## config.mk

```make
export PLATFORM = sky130hd
export DESIGN_NAME = control_unit_gen
export DESIGN_NICKNAME = d
export VERILOG_FILES = /design/src/rtl/cu_gen_pkg.sv /design/src/rtl/pc_counter_gen.sv /design/src/rtl/control_unit_gen.sv
export SDC_FILE = /design/constraint.sdc
export NUM_CORES = 1
export LEC_CHECK = 0
export CAP_MARGIN = 20
export CELL_PAD_IN_SITES_DETAIL_PLACEMENT = 1
export CELL_PAD_IN_SITES_GLOBAL_PLACEMENT = 2
export CORE_ASPECT_RATIO = 0.9
export CORE_MARGIN = 3
export CORE_UTILIZATION = 24
export CTS_CLUSTER_DIAMETER = 80
export CTS_CLUSTER_SIZE = 24
export DETAILED_ROUTE_END_ITERATION = 8
export GPL_ROUTABILITY_DRIVEN = 0
export PLACE_DENSITY = 0.82
export RECOVER_POWER = 25
export SYNTH_ARGS = -nofsm -noshare
export SYNTH_HDL_FRONTEND = slang
export SYNTH_SLANG_ARGS = --single-unit
```

## constraint.sdc

```tcl
create_clock -name clk -period 2.2 [get_ports clk]
set_clock_uncertainty 0.15 [all_clocks]
set_input_delay 0.44 -clock clk [delete_from_list [all_inputs] [get_ports clk]]
set_output_delay 0.44 -clock clk [all_outputs]
set_load 0.005 [all_outputs]
```

## src/rtl/cu_gen_pkg.sv

```systemverilog
// Shared encodings for the generation-2 control unit: opcodes, FSM states
// and the datapath select codes it drives.
package cu_gen_pkg;

    typedef enum logic [3:0] {
        OP_NOOP  = 4'd0,
        OP_STORE = 4'd1,
        OP_LOAD  = 4'd2,
        OP_ADD   = 4'd3,
        OP_SUB   = 4'd4,
        OP_HALT  = 4'd5,
        OP_LOADC = 4'd6,
        OP_JMP   = 4'd7,
        OP_JZ    = 4'd8
    } opcode_e;

    typedef enum logic [3:0] {
        ST_INIT   = 4'd0,
        ST_FETCH  = 4'd1,
        ST_DECODE = 4'd2,
        ST_NOOP   = 4'd3,
        ST_LOAD_A = 4'd4,
        ST_LOAD_B = 4'd5,
        ST_STORE  = 4'd6,
        ST_ADD    = 4'd7,
        ST_SUB    = 4'd8,
        ST_HALT   = 4'd9,
        ST_LOADC  = 4'd10,
        ST_JMP    = 4'd11,
        ST_JZ     = 4'd12
    } state_e;

    localparam logic [2:0] ALU_PASS_A = 3'b000;
    localparam logic [2:0] ALU_ADD    = 3'b001;
    localparam logic [2:0] ALU_SUB    = 3'b010;

    localparam logic [1:0] RFS_ALU  = 2'b00;
    localparam logic [1:0] RFS_DMEM = 2'b01;
    localparam logic [1:0] RFS_IMM  = 2'b10;

endpackage

```

## src/rtl/pc_counter_gen.sv

```systemverilog
// Program counter with clear, parallel load and increment (wraps modulo 2^PC_W).
module pc_counter_gen #(
    parameter int PC_W = 7
) (
    input  logic            clk,
    input  logic            reset,
    input  logic            clr,
    input  logic            inc,
    input  logic            ld,
    input  logic [PC_W-1:0] ld_val,
    output logic [PC_W-1:0] pc
);

    logic [PC_W-1:0] r_pc;

    // PC register, priority clr > ld > inc
    always_ff @(posedge clk or negedge reset) begin
        if (!reset) begin
            r_pc <= '0;
        end else if (clr) begin
            r_pc <= '0;
        end else if (ld) begin
            r_pc <= ld_val;
        end else if (inc) begin
            r_pc <= r_pc + {{(PC_W-1){1'b0}}, 1'b1};
        end else begin
            r_pc <= r_pc;
        end
    end

    assign pc = r_pc;

endmodule

```

## src/rtl/control_unit_gen.sv

```systemverilog
// Fetch/decode/execute control unit: instruction-memory handshake, IR, PC and
// Moore decode of datapath controls from (state, IR).
module control_unit_gen
    import cu_gen_pkg::*;
#(
    parameter int IW    = 16,
    parameter int PC_W  = 7,
    parameter int RF_AW = 4,
    parameter int DM_AW = 8
) (
    input  logic             clk,
    input  logic             reset,
    output logic             imem_req,
    output logic [PC_W-1:0]  imem_addr,
    input  logic             imem_valid,
    input  logic [IW-1:0]    imem_data,
    input  logic             alu_zero,
    input  logic             resume,
    output logic [DM_AW-1:0] D_addr,
    output logic             D_wr,
    output logic [1:0]       RF_s,
    output logic             RF_W_en,
    output logic [RF_AW-1:0] RF_Ra_addr,
    output logic [RF_AW-1:0] RF_Rb_addr,
    output logic [RF_AW-1:0] RF_W_addr,
    output logic [2:0]       ALU_s0,
    output logic [DM_AW-1:0] imm,
    output logic [PC_W-1:0]  PC_out,
    output logic [IW-1:0]    IR_out,
    output logic [3:0]       OutState,
    output logic [3:0]       NextState,
    output logic             illegal_op
);

    if ((4 + 3*RF_AW > IW) || (4 + DM_AW + RF_AW > IW) || (4 + RF_AW + PC_W > IW)) begin : g_param_check
        $fatal(1, "control_unit_gen: instruction fields do not fit in IW");
    end

    typedef struct packed {
        logic             imem_req;
        logic [DM_AW-1:0] d_addr;
        logic             d_wr;
        logic [1:0]       rf_s;
        logic             rf_w_en;
        logic [RF_AW-1:0] ra;
        logic [RF_AW-1:0] rb;
        logic [RF_AW-1:0] rw;
        logic [2:0]       alu_s;
        logic [DM_AW-1:0] imm;
        logic             illegal;
    } ctl_t;

    // Controls are a pure function of state and IR; evaluating it on the
    // next-cycle values lets the outputs come straight from flops.
    function automatic ctl_t decode_ctl(input state_e st, input logic [IW-1:0] ir);
        ctl_t c;
        c = '0;
        case (st)
            ST_FETCH:  c.imem_req = 1'b1;
            ST_DECODE: c.illegal  = (ir[IW-1 -: 4] > OP_JZ);
            ST_LOAD_A, ST_LOAD_B: begin
                c.d_addr  = ir[IW-5 -: DM_AW];
                c.rf_s    = RFS_DMEM;
                c.rw      = ir[RF_AW-1:0];
                c.rf_w_en = (st == ST_LOAD_B);
            end
            ST_STORE: begin
                c.d_addr = ir[IW-5 -: DM_AW];
                c.ra     = ir[RF_AW-1:0];
                c.alu_s  = ALU_PASS_A;
                c.d_wr   = 1'b1;
            end
            ST_ADD, ST_SUB: begin
                c.ra      = ir[IW-5 -: RF_AW];
                c.rb      = ir[IW-5-RF_AW -: RF_AW];
                c.rw      = ir[RF_AW-1:0];
                c.alu_s   = (st == ST_ADD) ? ALU_ADD : ALU_SUB;
                c.rf_s    = RFS_ALU;
                c.rf_w_en = 1'b1;
            end
            ST_LOADC: begin
                c.imm     = ir[IW-5 -: DM_AW];
                c.rf_s    = RFS_IMM;
                c.rw      = ir[RF_AW-1:0];
                c.rf_w_en = 1'b1;
            end
            ST_JZ: begin
                c.ra    = ir[IW-5 -: RF_AW];
                c.alu_s = ALU_PASS_A;
            end
            default: c = '0;
        endcase
        return c;
    endfunction

    state_e          r_state;
    state_e          w_next_state;
    logic [IW-1:0]   r_ir;
    logic [IW-1:0]   w_ir_next;
    logic [3:0]      w_opcode;
    logic [PC_W-1:0] w_pc;
    logic            w_fetch_done;
    logic            w_pc_ld;
    ctl_t            r_ctl;

    assign w_opcode     = r_ir[IW-1 -: 4];
    assign w_fetch_done = (r_state == ST_FETCH) && imem_valid;
    assign w_pc_ld      = (r_state == ST_JMP) || ((r_state == ST_JZ) && alu_zero);

    // Next-state logic
    always_comb begin
        w_next_state = r_state;
        case (r_state)
            ST_INIT:   w_next_state = ST_FETCH;
            ST_FETCH:  w_next_state = imem_valid ? ST_DECODE : ST_FETCH;
            ST_DECODE: begin
                case (w_opcode)
                    OP_NOOP:  w_next_state = ST_NOOP;
                    OP_STORE: w_next_state = ST_STORE;
                    OP_LOAD:  w_next_state = ST_LOAD_A;
                    OP_ADD:   w_next_state = ST_ADD;
                    OP_SUB:   w_next_state = ST_SUB;
                    OP_HALT:  w_next_state = ST_HALT;
                    OP_LOADC: w_next_state = ST_LOADC;
                    OP_JMP:   w_next_state = ST_JMP;
                    OP_JZ:    w_next_state = ST_JZ;
                    default:  w_next_state = ST_NOOP;
                endcase
            end
            ST_LOAD_A: w_next_state = ST_LOAD_B;
            ST_HALT:   w_next_state = resume ? ST_FETCH : ST_HALT;
            ST_NOOP, ST_LOAD_B, ST_STORE, ST_ADD, ST_SUB,
            ST_LOADC, ST_JMP, ST_JZ: w_next_state = ST_FETCH;
            default:   w_next_state = ST_INIT;
        endcase
    end

    // IR captures the fetched word only on the handshake edge
    always_comb begin
        if (w_fetch_done) begin
            w_ir_next = imem_data;
        end else begin
            w_ir_next = r_ir;
        end
    end

    // State, IR and registered control outputs
    always_ff @(posedge clk or negedge reset) begin
        if (!reset) begin
            r_state <= ST_INIT;
            r_ir    <= '0;
            r_ctl   <= '0;
        end else begin
            r_state <= w_next_state;
            r_ir    <= w_ir_next;
            r_ctl   <= decode_ctl(w_next_state, w_ir_next);
        end
    end

    pc_counter_gen #(.PC_W(PC_W)) u_pc (
        .clk    (clk),
        .reset  (reset),
        .clr    (r_state == ST_INIT),
        .inc    (w_fetch_done),
        .ld     (w_pc_ld),
        .ld_val (r_ir[PC_W-1:0]),
        .pc     (w_pc)
    );

    assign imem_req   = r_ctl.imem_req;
    assign imem_addr  = w_pc;
    assign D_addr     = r_ctl.d_addr;
    assign D_wr       = r_ctl.d_wr;
    assign RF_s       = r_ctl.rf_s;
    assign RF_W_en    = r_ctl.rf_w_en;
    assign RF_Ra_addr = r_ctl.ra;
    assign RF_Rb_addr = r_ctl.rb;
    assign RF_W_addr  = r_ctl.rw;
    assign ALU_s0     = r_ctl.alu_s;
    assign imm        = r_ctl.imm;
    assign PC_out     = w_pc;
    assign IR_out     = r_ir;
    assign OutState   = r_state;
    assign NextState  = w_next_state;
    assign illegal_op = r_ctl.illegal;

endmodule

```

==> results of run 1 <==
-- layer usage --
metal  vias to the layer above  global-route usage, %
met4                         0                   5.10
met5                         -                      0
met3                        16                   5.22
met1                      1254                   19.0
met2                        73                   24.7
li1                       1164                      -
-- cells by family (layout without fill, tap and decap cells) --
kind of cell,Yosys count,after routing
fa+ha+maj,3,3
mux,19,19
compound gates,40,40
other cells,1,1
buf+inv,37,211
flops,63,63
xor+xnor,2,2
simple gates,86,87
-- metrics by stage --
step                      util, %  worst slack, ns  power (mW)  setup TNS (ns)
final                        46.0           -0.290        6.32           -4.29
after global routing         46.0           -0.352        6.70           -6.99
after CTS                    42.6           -0.268        5.78           -4.14
after detailed placement     38.1           -0.547        4.13          -10.42
after global placement       38.1           -0.522        4.06           -8.18
after floorplan                 -          -0.0206        2.61          -0.108
-- path summary, 6_finish.rpt --
path,from,endpoint,slack (ns),cells after the start
setup / recovery,OutState[2],NextState[0],-0.29,6
hold / removal,u_pc.pc[6],u_pc.pc[6],0.42,2
setup reg to reg,OutState[2],RF_Rb_addr[1],-0.22,10
hold reg to reg,u_pc.pc[6],u_pc.pc[6],0.42,2
max in group asynchronous,reset,RF_Ra_addr[3],0.33,3
min in group asynchronous,reset,RF_Rb_addr[1],0.61,2
-- state kept, by name, summed over array words and instances, names as in the netlist, 2 cells and up --
signal      flops
u_pc.pc         7
RF_Rb_addr      4
IR_out         16
imm             8
ALU_s0          2
OutState        4
RF_Ra_addr      4
RF_s            2
RF_W_addr       4
D_addr          8
-- power groups by stage --
stage | sequential (mW) | combinational, mW | clock, mW
floorplan | 1.64 | 0.972 | 0
global placement | 1.64 | 2.42 | 0
finish | 1.63 | 3.25 | 1.43
CTS | 1.63 | 2.70 | 1.45
global route | 1.67 | 3.50 | 1.52
detailed placement | 1.64 | 2.49 | 0
-- placed cells by master, fill, tap and decap left out, types with 3 or more instances in the layout --
master	netlist	routed
clkdlybuf4s50_1	0	88
dfrtp_1	63	63
buf_4	8	58
buf_6	2	21
inv_1	21	17
mux2i_1	18	16
nor2_1	32	16
nand2_1	17	14
nor2_4	0	14
o21ai_0	15	12
nor2_2	8	10
clkbuf_16	0	9
inv_2	0	4
a21oi_1	8	4
o21ai_2	1	4
nor2b_1	5	4
nand2b_1	4	3
or2_4	0	3
o22ai_1	7	3
a21oi_2	0	3
o22ai_2	0	3
and3_1	4	3
buf_2	2	3
-- worst max-delay path: cells and delay by family, from the launching register on --
kind                   cells  cell delay [ns]
flip-flops                 1             0.38
AO/OA/AOI/OAI              2             0.32
buffers and inverters      3             0.31
AND/OR/NAND/NOR            1             0.56
-- timing repair --
item / in CTS / in global routing
setup endpoints to repair: 36 / 43
endpoints found under the hold margin: 16 / 0
pin swaps: 14 / 12
cloned: 0 / 2
buffers inserted: 6 / 24
gates resized for setup: 59 / 57
hold buffers: 1 / 0
-- cell type report --
type,count,area (um2)
clock buffers,9,225
clock inverters,7,72.6
fillers,1186,5910
inverters,21,78.8
multi-input cells,152,1280
flip-flops and latches,63,1580
well taps,152,190
repair buffers,174,1610
==> metrics, run 1 <==
outcome complete, but fails checks; failing checks setup timing; clock sinks 63; Post-synth EDFFs 0; most used flip-flop cell after synthesis dfrtp_1; WP data arrival 1.90 ns; Final Cycle Share 113%; fin worst setup slack -0.290 ns; layout cells sized above 1 39.0%; I/O Buffers 94; H-tree depth 3; Vias 2,507; drt total wl 10.0 mm; unrepaired setup endpoints after global routing true; number of global-route vias before repair 2,644; fin crit period 2.49 ns; CP Cell Sequence or4b_4 > buf_6 > a211oi_2 > a211o_2 > inv_2 > buf_6; Compound-Gate Fraction of Synth Area 9.78%; post-synthesis cell count 251; final hold vios 0; Max Freq 0.402 GHz; Critical Path RT 1.61 ns; number of CTS-inserted buffers 9; first drt pass iteration count 4; Max Root-Sink Buffers 2; switching share of power 36.7%; post-synth top area share 58.1%; Slew headroom 38.6%; leakage power 2.33 nW; WL met3 500 um; critical path's slowest cell or4b_4; crit path capture type primary output; number of top-level pins 96; most common cell in the netlist dfrtp_1; peak supply drop 0.563 mV; Psw 2.32 mW; cell-internal power 4.00 mW; FFs w/ async S/R, synth 100%; Clk pin slew, worst setup/hold paths 0.06 ns; Rows 36; Avg WL per Cell 17.4 um; Hold WC Path Type reg2reg; filler-free cell count of the finished design 578; worst slew pin tran 0.921 ns; Synth area leaders dfrtp_1 (58%), mux2i_1 (6.6%), nor2_1 (4.4%); # setup viols final 36; DRC 0; diode count 0; Highest Signal Layer met4; Max stage delay on crit path 0.56 ns; initial core utilization 24.8%; total track usage 15.2%; post-route cell area 0.00503 mm2; syn nets 275; Die Span X 118 um; Most common cell on crit path buf_6; Post-Synth XOR/XNOR Area 0.646%; chip height 107 um; Netlist cell types 39; Seq pwr share 25.8%; fin. max-slew vios 0; Synth Area per Inst 10.8 um2; Pwr per Cell Area 1260 mW/mm2; Clock Latency Late Sink 0.34 ns; Clk Tree Root Cell clkbuf_16; largest net degree at the start of global routing 48; wl on met1 4.42 mm; remaining global-route overflow 0; initial antenna violation count 0; placed cells 533; Post-Syn Area 0.00271 mm2; WS Path Type reg2out; hold slack 0.420 ns; part of the power in the clock network 22.7%; first-pass GRT wire length 14.8 mm; sequential area share after synthesis 58.1%; mux share of post-synthesis cell area 7.06%; post-synth top area cell dfrtp_1; WL met2 4.99 mm; synthesized flop and latch total 63; Vias/cell 4.34; HPWL Detailed 6.53 mm; Routed Antenna Nets 0; DIE AREA 0.0126 mm2; yosys warns 0; Synth Area in Simple Gates 16.0%; Area Overhead vs Synth 85.6%; post-synthesis adder-cell area fraction 1.38%; Gate power share 51.5%; largest family of logic cells by synthesized area simple AND/OR/NAND/NOR gates; Worst Path Max Fanout 3; final net count 445; placed cell areas 0.00417 mm2; CTS tree built; initial drt markers 129; Max-Cap Viols 0; leading cell types by count after synthesis dfrtp_1 (63), nor2_1 (32), inv_1 (21); CP Launch Type register; core box area 0.0109 mm2
Power figures use the tool's default switching activity.
==> run 2: changes to the inputs <==
--- a/config.mk
+++ b/config.mk
@@ -10,13 +10,14 @@
 export CELL_PAD_IN_SITES_GLOBAL_PLACEMENT = 2
 export CORE_ASPECT_RATIO = 0.9
 export CORE_MARGIN = 3
-export CORE_UTILIZATION = 24
+export CORE_UTILIZATION = 25
 export CTS_CLUSTER_DIAMETER = 80
 export CTS_CLUSTER_SIZE = 24
 export DETAILED_ROUTE_END_ITERATION = 8
 export GPL_ROUTABILITY_DRIVEN = 0
-export PLACE_DENSITY = 0.82
+export PLACE_DENSITY = 0.84
 export RECOVER_POWER = 25
 export SYNTH_ARGS = -nofsm -noshare
 export SYNTH_HDL_FRONTEND = slang
+export SYNTH_HIERARCHICAL = 1
 export SYNTH_SLANG_ARGS = --single-unit
==> metrics, run 2 <==
WP data arrival 1.70 ns; Post-Synth XOR/XNOR Area 1.94%; Slew headroom 32.9%; fin worst setup slack -0.0948 ns; Vias 2,285; outcome complete, but fails checks; I/O Buffers 94; Post-Syn Area 0.00271 mm2; failing checks setup timing; Fillers 1,116; chip height 105 um; Synth area leaders dfrtp_1 (58%), mux2i_1 (6.3%), nor2_1 (4.0%); unrepaired setup endpoints after global routing true; max FFs per register 16; Post-synth EDFFs 0; leading cell types by count after synthesis dfrtp_1 (63), nor2_1 (29), nand2_1 (18); core box area 0.0104 mm2; Vias/cell 4.44; Clk Tree Root Cell clkbuf_16; CP Launch Type register; most frequent cells in the layout clkdlybuf4s50_1 (89), dfrtp_1 (61), buf_4 (47); Synth Area per Inst 11.6 um2; remaining global-route overflow 0; Compound-Gate Fraction of Synth Area 11.1%; layout cells sized above 1 29.3%; H-tree depth 3; synthesized flop and latch total 63; syn nets 258; most used flip-flop cell after synthesis dfrtp_1; WS Path Type reg2out; CP Cell Sequence inv_2 > ha_4 > mux2_4 > o211ai_4 > nand2_4 > clkinv_4 > buf_6; leakage power 2.16 nW; Area Overhead vs Synth 69.7%; post-synthesis cell count 234; largest net degree at the start of global routing 49; Buffers & Inverters on Critical Path 3; Routed Antenna Nets 0; largest family of logic cells by synthesized area simple AND/OR/NAND/NOR gates; DRC 0; yosys warns 6; initial core utilization 26.0%; first-pass GRT wire length 13.8 mm; Clock Latency Late Sink 0.33 ns; CTS tree built; most common cell in the netlist dfrtp_1; final net count 405; Max Freq 0.436 GHz; post-synth top area share 58.1%; sequential area share after synthesis 58.1%; Netlist cell types 57; fin crit period 2.29 ns; end-of-flow core utilization 44.2%; total track usage 14.9%; Rows 35; post-synth top area cell dfrtp_1; fin. max-slew vios 0; drt total wl 8.92 mm; number of top-level pins 96; family with the most delay on the worst path flip-flops; # setup viols final 3; peak supply drop 0.443 mV; Worst Path Max Fanout 2; initial drt markers 88; Max stage delay on crit path 0.39 ns; clock sinks 63; Critical Path RT 1.61 ns; Max-Cap Viols 0; Final Cycle Share 104%; Max Root-Sink Buffers 2; first drt pass iteration count 4; Pwr per Cell Area 1330 mW/mm2; number of CTS-inserted buffers 9; DIE AREA 0.0121 mm2; placed cell areas 0.00407 mm2; mux share of post-synthesis cell area 7.10%; final hold vios 0; initial antenna violation count 0; critical path's slowest cell dfrtp_1; FFs w/ async S/R, synth 100%; Avg WL per Cell 17.3 um; HPWL Detailed 6.33 mm; Die Span X 116 um; Clk pin slew, worst setup/hold paths 0.06 ns; Tot Pwr 6.12 mW; Hold WC Path Type reg2reg; number of global-route vias before repair 2,520; post-route cell area 0.00460 mm2; crit path capture type primary output; post-synthesis adder-cell area fraction 1.38%; worst slew pin tran 1.01 ns; Synth Area in Simple Gates 14.1%; diode count 0; commonest non-fill, non-tap cell in the layout clkdlybuf4s50_1
-- run 2: cell type report --
type / count / area, um2 / share of cell area (%)
clock buffers: 9 / 225 / 4.89
well taps: 129 / 161 / 3.51
repair buffers: 147 / 1360 / 29.6
flip-flops and latches: 63 / 1580 / 34.3
clock inverters: 7 / 104 / 2.26
inverters: 20 / 80.1 / 1.74
multi-input cells: 140 / 1090 / 23.7
-- run 2: path summary, 6_finish.rpt --
check	from	end	slack (ns)	cells after the start
setup / recovery	IR_out[13]	NextState[0]	-0.09	7
setup reg to reg	IR_out[13]	RF_Ra_addr[1]	0.08	8
hold reg to reg	IR_out[7]	IR_out[7]	0.42	2
max in group asynchronous	reset	u_pc/pc[0]	0.28	3
hold / removal	IR_out[7]	IR_out[7]	0.42	2
min in group asynchronous	reset	IR_out[12]	0.65	2
-- run 2: timing repair --
| item | in CTS | in global routing |
|---|---|---|
| endpoints found under the setup margin | 8 | 28 |
| buffers inserted | 7 | 4 |
| cloned | 0 | 1 |
| hold buffers | 1 | 0 |
| pin swaps | 9 | 5 |
| resized for setup | 32 | 20 |
| endpoints found under the hold margin | 15 | 0 |
-- run 2: cell families after synthesis --
logic type / after synthesis
AO/OA/AOI/OAI: 39
XOR/XNOR: 6
adder cells (fa/ha/maj): 3
buffers and inverters: 32
flip-flops: 63
multiplexers: 19
other: 1
AND/OR/NAND/NOR: 71
-- run 2: where the power goes --
group / internal [mW] / switching [mW]
logic: 1.58 / 1.25
registers: 1.44 / 0.266
clock network: 1.01 / 0.575
total: 4.03 / 2.09
-- run 2: routing by layer --
layer	GRT usage (%)	up-vias	wire length, um
met5	0	-	0
li1	-	1086	-
met3	7.01	10	672
met4	2.98	0	102
met1	18.6	1119	3750
met2	23.8	70	4390
-- run 2: worst reg2reg max path: cells and delay by family, from the launching register on --
family                     cells  cell delay, ns
AOI/OAI and AO/OA              2            0.44
DFF                            1            0.39
buffers and inverters          2            0.28
muxes                          1            0.28
and+or+nand+nor                2            0.28
adders and majority gates      1            0.20
-- run 2: per-stage QoR --
| step | instances | hold WS (ns) | worst slack, ns | setup TNS (ns) |
|---|---|---|---|---|
| 5_1_grt | 515 | 0.456 | -0.193 | -0.654 |
| 4_1_cts | 511 | 0.429 | -0.155 | -0.360 |
| 6_report | 515 | 0.416 | -0.0948 | -0.242 |
| 3_3_place_gp | 488 | 0.245 | -0.242 | -1.28 |
| 3_5_place_dp | 488 | 0.261 | -0.307 | -2.98 |
| 2_1_floorplan | 234 | -0.00559 | 0.0120 | 0 |
==> run 3: changes to the inputs <==
--- a/config.mk
+++ b/config.mk
@@ -5,12 +5,13 @@
 export SDC_FILE = /design/constraint.sdc
 export NUM_CORES = 1
 export LEC_CHECK = 0
+export ABC_AREA = 1
 export CAP_MARGIN = 20
 export CELL_PAD_IN_SITES_DETAIL_PLACEMENT = 1
 export CELL_PAD_IN_SITES_GLOBAL_PLACEMENT = 2
 export CORE_ASPECT_RATIO = 0.9
 export CORE_MARGIN = 3
-export CORE_UTILIZATION = 25
+export CORE_UTILIZATION = 24
 export CTS_CLUSTER_DIAMETER = 80
 export CTS_CLUSTER_SIZE = 24
 export DETAILED_ROUTE_END_ITERATION = 8
==> metrics, run 3 <==
outcome complete, no violations; Compound-Gate Fraction of Synth Area 8.94%; number of CTS-inserted buffers 9; H-tree depth 3; Synth Area in Simple Gates 23.8%; Vias 2,432; mux share of post-synthesis cell area 0%; initial antenna violation count 0; Clk Tree Root Cell clkbuf_16; end-of-flow core utilization 39.9%; Synth area leaders dfrtp_1 (56%), nand2_1 (6.0%), nor2_1 (5.4%); Tot Pwr 5.59 mW; Die Span X 120 um; yosys warns 6; FFs w/ async S/R, synth 100%; fin. max-slew vios 0; max FFs per register 16; Worst Path Max Fanout 2; CP Launch Type register; I/O Buffers 94; layout cells sized above 1 26.9%; Routed Antenna Nets 0; most used flip-flop cell after synthesis dfrtp_1; chip height 108 um; Clock Latency Late Sink 0.33 ns; post-synthesis cell count 297; drt total wl 8.80 mm; Vias/cell 4.20; leading cell types by count after synthesis dfrtp_1 (63), nand2_1 (45), nor2_1 (40); Max-Cap Viols 0; Max Root-Sink Buffers 2; Rows 36; synthesized flop and latch total 63; Fillers 1,314; peak supply drop 0.427 mV; leakage power 2.10 nW; diode count 0; DRC 0; most frequent cells in the layout clkdlybuf4s50_1 (89), dfrtp_1 (62), nand2_1 (40); Pwr per Cell Area 1260 mW/mm2; initial core utilization 25.3%; post-synth top area share 56.3%; Post-Synth XOR/XNOR Area 0.626%; Final Cycle Share 96.2%; Slew headroom 42.6%; WP data arrival 1.53 ns; core box area 0.0111 mm2; clock sinks 63; Area Overhead vs Synth 58.0%; DIE AREA 0.0130 mm2; largest family of logic cells by synthesized area simple AND/OR/NAND/NOR gates; post-synthesis adder-cell area fraction 1.34%; Synth Area per Inst 9.42 um2; fin crit period 2.12 ns; Max Freq 0.473 GHz; Post-Syn Area 0.00280 mm2; worst slew pin tran 0.861 ns; Critical Path RT 1.61 ns; number of top-level pins 96; remaining global-route overflow 0; R2R setup slack 0.14 ns; Netlist cell types 36; most common cell in the netlist dfrtp_1; first drt pass iteration count 4; Clk pin slew, worst setup/hold paths 0.06 ns; HPWL Detailed 6.59 mm; crit path capture type primary output; final net count 447; CTS tree built; unrepaired setup endpoints after global routing true; total track usage 14.1%; hold slack 0.393 ns; Post-synth EDFFs 0; largest net degree at the start of global routing 64; # setup viols final 0; Avg WL per Cell 15.2 um; placed cell areas 0.00406 mm2; post-route cell area 0.00442 mm2; syn nets 321; WS Path Type reg2out; first-pass GRT wire length 14.3 mm; sequential area share after synthesis 56.3%; commonest non-fill, non-tap cell in the layout clkdlybuf4s50_1; Hold WC Path Type reg2reg; post-synth top area cell dfrtp_1; final hold vios 0; number of global-route vias before repair 2,701; initial drt markers 61
[run 3: changes by cell type after synthesis, sizes merged, moves of 12 or more]
cell / before / now
nand2: 19 / 49
nor2: 29 / 50
nand3: 3 / 16
mux2i: 17 / 0
or2: 0 / 12
o21ai: 9 / 31
inv: 18 / 42
[run 3: routing by layer]
| metal | global-route usage (%) | vias to the layer above | routed length [um] |
|---|---|---|---|
| li1 | - | 1173 | - |
| met1 | 17.0 | 1183 | 3790 |
| met2 | 24.3 | 67 | 4320 |
| met3 | 5.07 | 9 | 605 |
| met4 | 3.19 | 0 | 76 |
| met5 | 0 | - | 0 |
[run 3: layout make-up]
| class | instances | area [um2] | share of cell area [%] |
|---|---|---|---|
| clock buffers | 11 | 243 | 5.49 |
| inverters | 42 | 158 | 3.57 |
| clock inverters | 4 | 22.5 | 0.509 |
| repair buffers | 127 | 1200 | 27.1 |
| multi-input cells | 180 | 1030 | 23.4 |
| flip-flops and latches | 63 | 1580 | 35.7 |
| well taps | 152 | 190 | 4.30 |
[run 3: report_power, final]
group | total [mW] | internal, mW | switching (mW)
Sequential | 1.73 | 1.45 | 0.274
Combinational | 2.59 | 1.31 | 1.29
Clock | 1.27 | 0.779 | 0.486
[run 3: final timing paths]
check / start / to / depth (start not counted)
setup reg to reg: IR_out[13] / RF_Ra_addr[1] / 13
min in group asynchronous: reset / imm[4] / 3
setup / recovery: IR_out[13] / NextState[0] / 10
max in group asynchronous: reset / IR_out[14] / 3
hold / removal: u_pc/pc[6] / u_pc/pc[6] / 2
hold reg to reg: u_pc/pc[6] / u_pc/pc[6] / 2
[run 3: cells by family (layout without fill, tap and decap cells)]
| logic type | Yosys count | in the layout |
|---|---|---|
| AO/OA/AOI/OAI | 41 | 41 |
| XOR/XNOR | 2 | 2 |
| adder cells (fa/ha/maj) | 3 | 3 |
| buffers and inverters | 54 | 184 |
| flip-flops | 63 | 63 |
| other | 1 | 1 |
| AND/OR/NAND/NOR | 133 | 133 |
[run 3: per-stage QoR]
step	setup TNS [ns]	std cells	setup slack, ns
4_1_cts	-0.0200	576	-0.0200
5_1_grt	-0.0173	579	-0.0173
3_3_place_gp	-3.66	558	-0.158
6_report	0	579	0.0838
2_1_floorplan	0	297	0.363
3_5_place_dp	-6.45	558	-0.249
[run 3: critical path, cell delays in order (launching register included)]
cell,delay (ns)
dfrtp_1,0.39
inv_2,0.09
ha_4,0.20
nand2_2,0.06
nand2_2,0.05
nand2_2,0.05
nand3_2,0.07
nand2_2,0.07
nand2_2,0.06
nand2_2,0.06
buf_2,0.11
[run 3: what timing repair did]
item / in CTS / in global routing
gates resized for setup: 16 / 24
hold buffers: 1 / 0
setup buffers: 2 / 4
setup endpoints to repair: 5 / 25
endpoints found under the hold margin: 63 / 0
cloned: 0 / 0
pin swaps: 6 / 8
